## src/rtl/usb_arb_pkg.sv

```systemverilog
// Shared types and helpers for usb_frame_arbiter.
// The CHKSUM state exists only when USB_ARB_CHKSUM_EN is defined.
package usb_arb_pkg;
    localparam int TAILLE_DATA_O = 8;
    localparam int LEN_W         = 6;
    localparam int HDR_IDX_W     = 2;
    localparam int HDR_LEN_W     = 6;

    typedef enum logic [1:0] {
        ST_IDLE    = 2'd0,
        ST_PAYLOAD = 2'd1,
        ST_GAP     = 2'd2
`ifdef USB_ARB_CHKSUM_EN
        ,
        ST_CHKSUM  = 2'd3
`endif
    } arb_state_t;

    function automatic logic [TAILLE_DATA_O-1:0] make_header(
        input logic [HDR_IDX_W-1:0] idx,
        input logic [HDR_LEN_W-1:0] len
    );
        return {idx, len};
    endfunction
endpackage

```

## src/rtl/usb_frame_arbiter_rr_picker.sv

```systemverilog
// Combinational round-robin picker: first set request searching upward from last+1.
module rr_picker
    import usb_arb_pkg::*;
#(
    parameter int NB_REQ = 4,
    parameter int IDX_W  = HDR_IDX_W
) (
    input  logic [NB_REQ-1:0] req,
    input  logic [IDX_W-1:0]  last,
    output logic [NB_REQ-1:0] gnt,
    output logic [IDX_W-1:0]  idx,
    output logic              any
);
    logic [IDX_W-1:0] j;

    always_comb begin
        gnt = '0;
        idx = '0;
        any = 1'b0;
        j   = '0;
        for (int i = 1; i <= NB_REQ; i++) begin
            j = IDX_W'((int'(last) + i) % NB_REQ);
            if (!any && req[j]) begin
                any    = 1'b1;
                gnt[j] = 1'b1;
                idx    = j;
            end
        end
    end
endmodule

```

## src/rtl/usb_frame_arbiter.sv

```systemverilog
// Round-robin framer sharing the USB byte port among NB_REQ packet buffers.
// Define USB_ARB_CHKSUM_EN to append an XOR checksum byte to every frame.
module usb_frame_arbiter
    import usb_arb_pkg::*;
#(
    parameter int NB_REQ     = 4,
    parameter int LEN_W      = 6,
    parameter int GAP_CYCLES = 2
) (
    input  logic                              clk_i,
    input  logic                              rst_i,
    input  logic [NB_REQ-1:0]                 req_i,
    input  logic [NB_REQ*LEN_W-1:0]           len_i,
    input  logic [NB_REQ*TAILLE_DATA_O-1:0]   rd_data_i,
    output logic [NB_REQ-1:0]                 gnt_o,
    output logic [NB_REQ-1:0]                 rd_o,
    output logic [TAILLE_DATA_O-1:0]          data_o,
    output logic                              valid_o,
    output logic                              frame_o
);
    localparam int IDX_W = HDR_IDX_W;
    localparam int GAP_W = (GAP_CYCLES > 1) ? $clog2(GAP_CYCLES) : 1;

    arb_state_t               state, state_nxt;
    logic [LEN_W-1:0]         cnt, len_q, pick_len;
    logic [GAP_W-1:0]         gap_cnt;
    logic [IDX_W-1:0]         last, idx_q, pick_idx;
    logic [NB_REQ-1:0]        pick_gnt;
    logic                     pick_any;
    logic [TAILLE_DATA_O-1:0] hdr, head_byte;
    logic                     popping;
`ifdef USB_ARB_CHKSUM_EN
    logic [TAILLE_DATA_O-1:0] xor_q;
`endif

    rr_picker #(.NB_REQ(NB_REQ), .IDX_W(IDX_W)) u_picker (
        .req  (req_i),
        .last (last),
        .gnt  (pick_gnt),
        .idx  (pick_idx),
        .any  (pick_any)
    );

    assign pick_len  = len_i[pick_idx*LEN_W +: LEN_W];
    assign hdr       = make_header(pick_idx, pick_len[HDR_LEN_W-1:0]);
    assign head_byte = rd_data_i[idx_q*TAILLE_DATA_O +: TAILLE_DATA_O];
    assign popping   = (state == ST_PAYLOAD) && (cnt < len_q);

    always_ff @(posedge clk_i) begin
        if (rst_i) state <= ST_IDLE;
        else       state <= state_nxt;
    end

    always_comb begin
        state_nxt = state;
        case (state)
            ST_IDLE:    if (pick_any) state_nxt = ST_PAYLOAD;
`ifdef USB_ARB_CHKSUM_EN
            ST_PAYLOAD: if (!popping) state_nxt = ST_CHKSUM;
            ST_CHKSUM:  state_nxt = ST_GAP;
`else
            ST_PAYLOAD: if (!popping) state_nxt = ST_GAP;
`endif
            ST_GAP:     if (gap_cnt == GAP_W'(GAP_CYCLES - 1)) state_nxt = ST_IDLE;
            default:    state_nxt = ST_IDLE;
        endcase
    end

    // Pop only while a byte is actually being moved to data_o.
    always_comb begin
        rd_o = '0;
        if (popping) rd_o = gnt_o;
    end

    always_ff @(posedge clk_i) begin
        if (rst_i) begin
            gnt_o   <= '0;
            data_o  <= '0;
            valid_o <= 1'b0;
            frame_o <= 1'b0;
            cnt     <= '0;
            len_q   <= '0;
            gap_cnt <= '0;
            last    <= IDX_W'(NB_REQ - 1);
            idx_q   <= '0;
`ifdef USB_ARB_CHKSUM_EN
            xor_q   <= '0;
`endif
        end else begin
            case (state)
                ST_IDLE: if (pick_any) begin
                    gnt_o   <= pick_gnt;
                    len_q   <= pick_len;
                    idx_q   <= pick_idx;
                    last    <= pick_idx;
                    data_o  <= hdr;
                    valid_o <= 1'b1;
                    frame_o <= 1'b1;
                    cnt     <= '0;
`ifdef USB_ARB_CHKSUM_EN
                    xor_q   <= hdr;
`endif
                end
                ST_PAYLOAD: if (popping) begin
                    data_o <= head_byte;
                    cnt    <= cnt + 1'b1;
`ifdef USB_ARB_CHKSUM_EN
                    xor_q  <= xor_q ^ head_byte;
`endif
                end else begin
`ifdef USB_ARB_CHKSUM_EN
                    data_o  <= xor_q;
`else
                    gnt_o   <= '0;
                    valid_o <= 1'b0;
                    frame_o <= 1'b0;
                    gap_cnt <= '0;
`endif
                end
`ifdef USB_ARB_CHKSUM_EN
                ST_CHKSUM: begin
                    gnt_o   <= '0;
                    valid_o <= 1'b0;
                    frame_o <= 1'b0;
                    gap_cnt <= '0;
                end
`endif
                ST_GAP:  gap_cnt <= gap_cnt + 1'b1;
                default: ;
            endcase
        end
    end
endmodule

```

## config.mk

```make
export PLATFORM = sky130hd
export DESIGN_NAME = usb_frame_arbiter
export DESIGN_NICKNAME = d
export VERILOG_FILES = /design/src/rtl/usb_arb_pkg.sv /design/src/rtl/usb_frame_arbiter_rr_picker.sv /design/src/rtl/usb_frame_arbiter.sv
export SDC_FILE = /design/constraint.sdc
export NUM_CORES = 1
export LEC_CHECK = 0
export BUFFER_PORTS_ARGS = -buffer_cell sky130_fd_sc_hd__buf_2
export CORE_MARGIN = 2
export CORE_UTILIZATION = 53
export CTS_CLUSTER_SIZE = 30
export DETAILED_ROUTE_END_ITERATION = 10
export PLACE_DENSITY = 0.91
export SLEW_MARGIN = 20
export SYNTH_ARGS = -nofsm -noshare
export SYNTH_HDL_FRONTEND = slang
export SYNTH_SLANG_ARGS = --single-unit
```

## constraint.sdc

```tcl
create_clock -name clk_i -period 5.25 [get_ports clk_i]
set_input_delay 0 -clock clk_i [delete_from_list [all_inputs] [get_ports clk_i]]
set_output_delay 0 -clock clk_i [all_outputs]
set_load 0.02 [all_outputs]
```

==> results of run 1 <==
==> sequential cells by signal, indices dropped and copies added (netlist names) <==
register  flops
len_q         6
data_o        8
gnt_o         4
idx_q         2
gap_cnt       1
frame_o       1
state         2
cnt           6
last          2
==> report_power, final <==
group / internal, mW / total [mW] / switching (mW)
sequential: 0.324 / 0.413 / 0.0892
clock: 0.105 / 0.202 / 0.0972
combinational: 0.565 / 1.35 / 0.790
total: 0.993 / 1.97 / 0.977
==> through the flow <==
stage / area (sq um) / cells
after floorplan: 2900 / 332
after global placement: 3240 / 452
after detailed placement: 3240 / 452
after CTS: 3340 / 460
after global routing: 3340 / 460
final: 3340 / 460
==> synthesized netlist by cell type, types with 7 or more instances <==
master    instances
dfxtp_1          32
mux2i_1          17
nor2_1           17
o21ai_0          17
nand2_1          15
a21oi_1          14
ha_1             14
clkbuf_1         13
mux4_2           12
a22oi_1          11
nand2b_1         11
inv_1            10
buf_2             9
nor3b_1           9
o211ai_1          9
and3_1            8
nand3_1           8
and2_1            7
==> final timing paths <==
path	from	to	slack (ns)	cells past startpoint
max	last[1]	data_o[3]	1.47	8
min	rst_i	state[0]	0.14	2
max reg2reg	last[1]	data_o[3]	1.47	8
min reg2reg	data_o[7]	data_o[7]	0.50	2
==> kinds of logic (layout without fill, tap and decap cells) <==
logic type,after synthesis,after routing,synth area share [%]
DFF,32,32,22.1
AOI/OAI and AO/OA,106,106,27.6
muxes,33,33,16.7
buffers and inverters,41,99,6.60
xor gates and xnor gates,2,2,0.604
adders and majority gates,14,14,6.04
and+or+nand+nor,104,104,20.3
==> metal layers <==
metal  part of all wire, %  vias to the layer above
met3                   7.8                       22
met4                   2.4                        0
met5                     0                        -
met1                    41                     1404
li1                      -                     1391
met2                    49                      150
==> cell type report <==
type,count,share of cell area [%]
multi-input combinational,259,62.0
sequential,32,19.2
timing repair buffer,81,12.3
inverter,10,1.12
clock buffer,6,2.47
tap,70,2.62
clock inverter,2,0.300
==> results.md, run 1 <==
- Post-CTS resize count: 0
- Largest area contributor in the netlist: dfxtp_1
- RSZ-0062 raised after global routing: false
- DP HPWL: roughly 6.2 mm
- Worst slew pin tran: 0.799 ns
- P_leak: 1.48 nW
- GR Overflow Total: 0
- Status: completed
- Rel. slew slack: 45.2%
- Crit path required time: ~5.4 ns
- DR iter-0 viols: 249
- Multi-input logic area: 2070 sq um
- CP Class: reg2reg
- FF+latch area: approximately 640 sq um
- # rows: 26
- Ys async rst share: 0%
- Die X-Extent: 78.0 um
- CP Cell Sequence: inv_1 > ha_1 > mux4_2 > o211a_4 > a21o_1 > a221o_1 > nor3b_1 > or4_1
- Core box area: roughly 5200 sq um
- Primary FF master, synth: dfxtp_1
- Cell variety after synth: 55
- Clock Path Buffers: 2
- Buf/Inv on CP: 1
- Largest net degree at the start of global routing: 45
- Via density: 6.45
- Die area: 6080 sq um
- # setup viols final: 0
- Synth top area cells: dfxtp_1 (22%), mux4_2 (9.3%), ha_1 (6.0%)
- WL final: between 8 and 9 mm
- DIE HEIGHT: ~80 um
- Gr busiest metal: met2
- Yosys Warn Count: 0
- Post-CTS Hold Buffers: 0
- Post-synthesis sequential area ratio: 22.1%
- Min-Delay Path Class: in2reg
- Skew final: between 0.007 and 0.008 ns
- H-tree level count: 2
- Flops & latches, synth: 32
- Root Driver: clkbuf_8
- Met1 usage: a little over a third
- Slew Viols, Final: 0
- Kind of cell adding the most delay to the critical path: compound AO/OA/AOI/OAI gates
- CTS clk-pin slew, worst paths: 0.07 ns
- P&R area growth vs syn: 15.2%
- Diodes inserted: 0
- Synthesized Nets: a little over 400
- I/O pin total: 80
- Post-synthesis average cell area: roughly 8.7 sq um
- Vias in the first global route: 2706
- Max Fanout on Critical Path: 16
- Port buffer count: 79
- Fin worst setup slack: roughly 1.5 ns
- Worst path max stage delay: 0.69 ns
- GR Util All Layers: 27.3%
- Initial Utilization: a little under three fifths
- Synth Cell Area: 2900 sq um
- Total power: 1.97 mW
- CP startpoint kind: flip-flop
- CTS tree: done
- Final Cycle Share: 72.0%
- NumNets Final: 465
- Worst vdd ir: 376 uV
- Clock period minus worst slack: about 3.8 ns
- Final core utilization: 64.2%
- Nature of the critical path endpoint: flip-flop
- Share of cells above drive strength 1: 28.5%
- Arrival time worst endpoint: slightly below 4 ns
- Post-CTS Setup Bufs: 0
- Worst-skew pair later-pin latency: 0.30 ns
- Final Hold Fails: 0
- Cells after synthesis: 332
- First-pass GRT wire length: 13.2 mm
- M3 GR Usage: 5.23%
- Total number of vias: 2967
- Setup TNS: 0 ns
- Fmax: 265 MHz
- Pwr/cell area: between 500 and 600 nW/um^2
- Commonest non-fill, non-tap cell in the layout: buf_2
- GPL Wtd Cong: around 0.97
- Max cap viols: 0
- Global Route met2 Usage: roughly 46%
- WL per Instance: about 18 um
- Initial antenna violation count: 0
- Worst hold slack: 0.145 ns
- Yosys top cell area share: 22.1%
- Fill cell count: ~450
- Antenna Nets Post-Route: 0
- CTS sink cnt: 32
- Slowest library cell on the worst path: dfxtp_1
- Drc violations: 0
- CTS buffer count: 5
- Post-synth EDFFs: 0
- Commonest cells after routing, fill and taps aside: buf_2 (79), dfxtp_1 (32), o21ai_0 (17), nor2_1 (17), mux2i_1 (17)
- Drt first pass iters: 5
- Dpl ws: 1.51 ns
(Power assumes the default switching activity.)
==> run 2: changes to the inputs <==
--- a/config.mk
+++ b/config.mk
@@ -7,10 +7,10 @@
 export LEC_CHECK = 0
 export BUFFER_PORTS_ARGS = -buffer_cell sky130_fd_sc_hd__buf_2
 export CORE_MARGIN = 2
-export CORE_UTILIZATION = 53
+export CORE_UTILIZATION = 48
 export CTS_CLUSTER_SIZE = 30
 export DETAILED_ROUTE_END_ITERATION = 10
-export PLACE_DENSITY = 0.91
+export PLACE_DENSITY = 0.87
 export SLEW_MARGIN = 20
 export SYNTH_ARGS = -nofsm -noshare
 export SYNTH_HDL_FRONTEND = slang
==> constraint.sdc (replaced) <==
create_clock -name clk_i -period 3.2 [get_ports clk_i]
set_input_delay 0 -clock clk_i [delete_from_list [all_inputs] [get_ports clk_i]]
set_output_delay 0 -clock clk_i [all_outputs]
set_load 0.02 [all_outputs]
==> results.md, run 2 (synthesis results as in run 1) <==
- Status: completed
- CP startpoint kind: flip-flop
- H-tree level count: 2 (unchanged)
- Worst Hold Depth: 2 (unchanged)
- Slew Viols, Final: 0 (unchanged)
- Fill cell count: 541 (+21%)
- Post-CTS Setup Bufs: 0 (unchanged)
- Largest net degree at the start of global routing: 37 (-18%)
- Commonest cells after routing, fill and taps aside: buf_2 (79), dfxtp_1 (31), o21ai_0 (17), nor2_1 (17), mux2i_1 (17)
- Placed inst area: 3310 sq um (+1.9%)
- Comb power frac: 70.2% (+1.4 points)
- CP Class: reg2reg
- P_leak: 1.51 nW (+1.5%)
- CTS tree: done
- Max cap viols: 0 (unchanged)
- HP Start: rst_i
- WL per Instance: 18.1 um (-0.18%)
- Post-CTS Hold Buffers: 0 (unchanged)
- I/O pin total: 80 (unchanged)
- Area of all placed cells without fillers: 3400 sq um (+1.7%)
- Root Driver: clkbuf_8
- Reg power frac: 20.1% (-0.9 points)
- Total number of vias: 3025 (+2.0%)
- Finished Layout Cells: 470 (+2.2%)
- CTS buffer count: 5 (unchanged)
- Total power: 3.33 mW (+69%)
- Arrival time worst endpoint: 3.18 ns (-0.77 ns)
- Clk pwr share: 9.7% (-0.5 points)
- Drt first pass iters: 5 (unchanged)
- NumNets Final: 470 (+1.1%)
- Max Fanout on Critical Path: 11 (-5)
- Die X-Extent: 81.7 um (+4.8%)
- P&R area growth vs syn: 17.2%
- Final Hold Fails: 0 (unchanged)
- Max reg flops: 8 (unchanged)
- GR Util All Layers: 27.1% (-0.20 points)
- Worst-skew pair later-pin latency: 0.28 ns (-0.02 ns)
- DR iter-0 viols: 351 (+41%)
- Clock Path Buffers: 2 (unchanged)
- Worst slew pin tran: 0.693 ns (-0.106 ns)
- RSZ-0062 raised after global routing: false
- Clock period minus worst slack: 3.01 ns (-0.765 ns)
- Vias in the first global route: 2853 (+5.4%)
- Via density: 6.44 (-0.21%)
- Reg2Reg Depth: 8 (unchanged)
- Pwr/cell area: 980 nW/um^2 (+66%)
- Cell Count Post-Placement: 462 (+2.2%)
- WL final: 8.51 mm (+2.0%)
- Most flops, register: data_o
- GPL Wtd Cong: 0.935 (-3.9%)
- Commonest non-fill, non-tap cell in the layout: buf_2
- Crit path required time: 3.37 ns (-2.05 ns)
- First-pass GRT wire length: 14.0 mm (+5.8%)
- Reg2reg end: data_o[4]
- Worst Hold Endpoint: cnt[0]
- Sw frac: 49.2% (-0.42 points)
- Port buffer count: 79 (unchanged)
- Setup TNS: 0 ns (unchanged)
- Worst vdd ir: 607 uV (+61%)
- DIE HEIGHT: 81.7 um (+4.8%)
- CTS clk-pin slew, worst paths: 0.07 ns (about the same)
- DP HPWL: 6.34 mm (+2.6%)
- Largest registers: data_o: 8 flops, cnt: 6 flops, len_q: 6 flops
- Die area: 6680 sq um (+9.9%)
- Rel. slew slack: 53.5% (+8.3 points)
- Final Cycle Share: 94.2% (+22 points)
- Antenna Nets Post-Route: 0 (unchanged)
- # rows: 28 (+7.7%)
- # setup viols final: 0 (unchanged)
- Post-CTS resize count: 0 (unchanged)
- Diodes inserted: 0 (unchanged)
- R2R Setup Slk: 0.19 ns (-1.29 ns)
- Initial Utilization: 49.3% (-6.4 points)
- Psw: 1.64 mW (+68%)
- Skew final: 0.00694 ns (-0.000699 ns)
- Launching point of the worst reg2reg path: last[0]
- Min-Delay Path Class: in2reg
- Core box area: 5890 sq um (+13%)
- Fmax: 332 MHz (+25%)
- Int Pwr: 1.69 mW (+71%)
- Nature of the critical path endpoint: flip-flop
- Drc violations: 0 (unchanged)
- Share of cells above drive strength 1: 30.1% (+1.7 points)
- GR Overflow Total: 0 (unchanged)
- CTS sink cnt: 32 (unchanged)
- Initial antenna violation count: 0 (unchanged)
## run 2: worst max path at each step
stage | depth (start not counted) | end | startpoint
2_1_floorplan | 12 | data_o[5] | last[0]
3_3_place_gp | 8 | data_o[5] | last[0]
3_5_place_dp | 8 | data_o[5] | last[0]
4_1_cts | 8 | data_o[3] | last[0]
5_1_grt | 8 | data_o[4] | last[0]
6_report | 8 | data_o[4] | last[0]
## run 2: power by group through the flow
stage | clock network [mW] | registers, mW | logic [mW]
detailed placement | 0 | 0.678 | 2.26
global placement | 0 | 0.672 | 2.19
global route | 0.351 | 0.693 | 2.54
floorplan | 0 | 0.679 | 1.81
finish | 0.322 | 0.671 | 2.34
CTS | 0.325 | 0.670 | 2.30
## run 2: cell type report
type                    count  area (sq um)  area share (%)
well taps                  75          93.8            2.76
flip-flops and latches     32           642            18.9
clock inverters             2          10.0           0.294
inverters                  10          37.5            1.10
repair buffers             86           448            13.2
multi-input cells         259          2090            61.4
clock buffers               6          82.6            2.43
## run 2: worst max-delay path, cell delays in order (launching register included)
cell and delay, ns:
dfxtp_2 0.46, inv_2 0.08, ha_4 0.34, mux4_2 0.57, nand2b_1 0.39, mux2i_1 0.24, o211ai_1 0.12, and3_1 0.21
or4_1 0.48
## run 2: metrics by stage
stage / util, % / hold slack (ns) / setup slack (ns)
after global placement: 56.2 / 0.410 / 0.270
after floorplan: - / 0.185 / 0.0301
after CTS: 57.8 / 0.131 / 0.196
after detailed placement: 56.2 / 0.413 / 0.212
after global routing: 57.8 / 0.140 / 0.0223
final: 57.8 / 0.140 / 0.185
## run 2: metal layers
layer,share of wire (%),track usage (%),up-vias
li1,-,-,1396
met4,2.4,5.67,0
met2,50,48.2,171
met5,0,0,-
met1,40,33.9,1428
met3,7.8,5.60,30
==> run 3: changes to the inputs <==
--- a/config.mk
+++ b/config.mk
@@ -7,10 +7,10 @@
 export LEC_CHECK = 0
 export BUFFER_PORTS_ARGS = -buffer_cell sky130_fd_sc_hd__buf_2
 export CORE_MARGIN = 2
-export CORE_UTILIZATION = 48
+export CORE_UTILIZATION = 53
 export CTS_CLUSTER_SIZE = 30
 export DETAILED_ROUTE_END_ITERATION = 10
-export PLACE_DENSITY = 0.87
+export PLACE_DENSITY = 0.91
 export SLEW_MARGIN = 20
 export SYNTH_ARGS = -nofsm -noshare
 export SYNTH_HDL_FRONTEND = slang
==> constraint.sdc (replaced) <==
create_clock -name clk_i -period 2.8 [get_ports clk_i]
set_input_delay 0 -clock clk_i [delete_from_list [all_inputs] [get_ports clk_i]]
set_output_delay 0 -clock clk_i [all_outputs]
set_load 0.02 [all_outputs]
==> results.md, run 3 (synthesis results as in run 1) <==
- Status: completed
- Port buffer count: 79 (unchanged)
- Share of cells above drive strength 1: 34.3% (+4.2 points)
- Fin worst setup slack: 0.0460 ns (-0.139 ns)
- Skew final: 0.00409 ns (-0.00284 ns)
- Fmax: 363 MHz (+9.5%)
- CP startpoint kind: flip-flop
- CP Cell Sequence: inv_2 > ha_4 > mux4_2 > o211a_4 > a21o_4 > a221o_1 > nor3b_1 > or4_1
- Worst vdd ir: 534 uV (-12%)
- Nature of the critical path endpoint: flip-flop
- GPL Wtd Cong: 0.867 (-7.3%)
- Final Cycle Share: 98.4% (+4.1 points)
- Max Fanout on Critical Path: 7 (-4)
- Clock period minus worst slack: 2.75 ns (-0.261 ns)
- Rel. slew slack: 50.9% (-2.6 points)
- P&R area growth vs syn: 22.5%
- Arrival time worst endpoint: 2.91 ns (-0.27 ns)
- First-pass GRT wire length: 14.1 mm (+0.79%)
- Int Pwr: 2.21 mW (+31%)
- H-tree level count: 2 (unchanged)
- Most flops, register: data_o
- Max cap viols: 0 (unchanged)
- Fill cell count: 405 (-25%)
- # rows: 26 (-7.1%)
- Worst path max stage delay: 0.54 ns (-0.03 ns)
- Setup TNS: 0 ns (unchanged)
- Worst Hold Depth: 2 (unchanged)
- Initial Utilization: 55.7% (+6.4 points)
- Sw frac: 46.9% (-2.2 points)
- CTS sink cnt: 32 (unchanged)
- Core box area: 5200 sq um (-12%)
- Slew Viols, Final: 0 (unchanged)
- Largest net degree at the start of global routing: 28 (-24%)
- I/O pin total: 80 (unchanged)
- DP HPWL: 6.46 mm (+1.8%)
- Worst slew pin tran: 0.732 ns (+0.0390 ns)
- RSZ-0062 raised after global routing: true
- Final core utilization: 68.3% (+11 points)
- Min-Delay Path Class: in2reg
- Crit path launch: last[1]
- Clk pwr share: 10.6% (+0.9 points)
- P_leak: 1.58 nW (+5.0%)
- DIE HEIGHT: 78.0 um (-4.6%)
- Clock Path Buffers: 2 (unchanged)
- # setup viols final: 0 (unchanged)
- Die area: 6080 sq um (-9.0%)
- Drc violations: 0 (unchanged)
- Initial antenna violation count: 0 (unchanged)
- GR Util All Layers: 29.0% (+1.9 points)
- Commonest cells after routing, fill and taps aside: buf_2 (79), dfxtp_1 (30), buf_4 (23)
- Drt first pass iters: 5 (unchanged)
- Die X-Extent: 78.0 um (-4.6%)
- CTS clk-pin slew, worst paths: 0.07 ns (about the same)
- NumNets Final: 486 (+3.4%)
- Vias in the first global route: 3063 (+7.4%)
- CTS tree: done
- Comb power frac: 71.2% (+1.0 points)
- Total number of vias: 3131 (+3.5%)
- CP Class: reg2reg
- Crit path required time: 2.96 ns (-0.41 ns)
- Diodes inserted: 0 (unchanged)
- Antenna Nets Post-Route: 0 (unchanged)
- Root Driver: clkbuf_8
- WL final: 8.81 mm (+3.4%)
- HP Start: rst_i
- Dpl ws: -0.0199 ns (-0.232 ns)
- Largest registers: data_o: 8 flops, cnt: 6 flops, len_q: 6 flops
- Worst-skew pair later-pin latency: 0.29 ns (about the same)
- Multi-input logic area: 2110 sq um (+1.1%)
- Slowest library cell on the worst path: mux4_2
- Post-CTS Hold Buffers: 0 (unchanged)
- Reg power frac: 18.2% (-1.9 points)
- CTS buffer count: 5 (unchanged)
- Via density: 6.51 (+1.1%)
- Commonest non-fill, non-tap cell in the layout: buf_2
- Reg2Reg Depth: 8 (unchanged)
- DR iter-0 viols: 290 (-17%)
- Final Hold Fails: 0 (unchanged)
- Max reg flops: 8 (unchanged)
- GR Overflow Total: 0 (unchanged)
- FF+latch area: 643 sq um (+0.19%)
- Psw: 1.96 mW (+20%)
- Pwr/cell area: 1170 nW/um^2 (+20%)
- Launching point of the worst reg2reg path: last[1]
- WL per Instance: 18.3 um (+1.1%)
[run 3: changes by cell type in the layout (fill, tap and decap cells not counted), moves of 2 or more]
cell,delta
buf_4,+16
o21ai_0,-3
o21ai_1,+3
o311ai_0,-2
o311ai_1,+2
[run 3: area by class of cell]
| class | instances | share of cell area, % |
|---|---|---|
| Tap cell | 70 | 2.46 |
| Clock inverter | 2 | 0.986 |
| Multi-Input combinational cell | 259 | 59.4 |
| Timing Repair Buffer | 102 | 16.0 |
| Clock buffer | 6 | 2.04 |
| Sequential cell | 32 | 18.1 |
| Inverter | 10 | 1.06 |
[run 3: layer usage]
layer	GRT usage (%)	up-vias	routed length [um]
met2	51.8	168	4440
met3	4.07	31	573
li1	-	1439	-
met1	34.6	1493	3500
met4	12.5	0	289
met5	0	-	0
[run 3: final timing paths]
check	to	slack [ns]
setup / recovery	data_o[3]	0.05
hold / removal	cnt[0]	0.14
setup reg to reg	data_o[3]	0.05
hold reg to reg	cnt[5]	0.50
[run 3: critical path, delay by kind of cell (launching register included)]
family                   cells  cell delay (ns)
multiplexers                 1             0.54
AND/OR/NAND/NOR              2             0.57
AO/OA/AOI/OAI                3             0.85
buffers and inverters        1             0.05
flip-flops                   1             0.34
adder cells (fa/ha/maj)      1             0.27
[run 3: through the flow]
| stage | std cells | hold WS (ns) | total power, mW | area (sq um) |
|---|---|---|---|---|
| global placement | 468 | 0.410 | 3.43 | 3380 |
| CTS | 480 | 0.124 | 4.07 | 3530 |
| finish | 481 | 0.142 | 4.17 | 3550 |
| detailed placement | 468 | 0.428 | 3.53 | 3380 |
| floorplan | 332 | 0.173 | 2.87 | 2940 |
| global route | 481 | 0.177 | 4.45 | 3550 |
[run 3: power groups by stage]
stage	sequential [mW]	combinational, mW	clock [mW]
6_report	0.760	2.97	0.443
5_1_grt	0.780	3.21	0.458
4_1_cts	0.753	2.88	0.444
3_5_place_dp	0.760	2.77	0
3_3_place_gp	0.745	2.68	0
2_1_floorplan	0.776	2.09	0
[run 3: what timing repair did]
action | in CTS | in global routing
buffers inserted | 4 | 1
resized for setup | 4 | 3
endpoints found under the hold margin | 0 | 0
gates cloned | 0 | 0
setup endpoints to repair | 3 | 4
pin swaps | 1 | 2
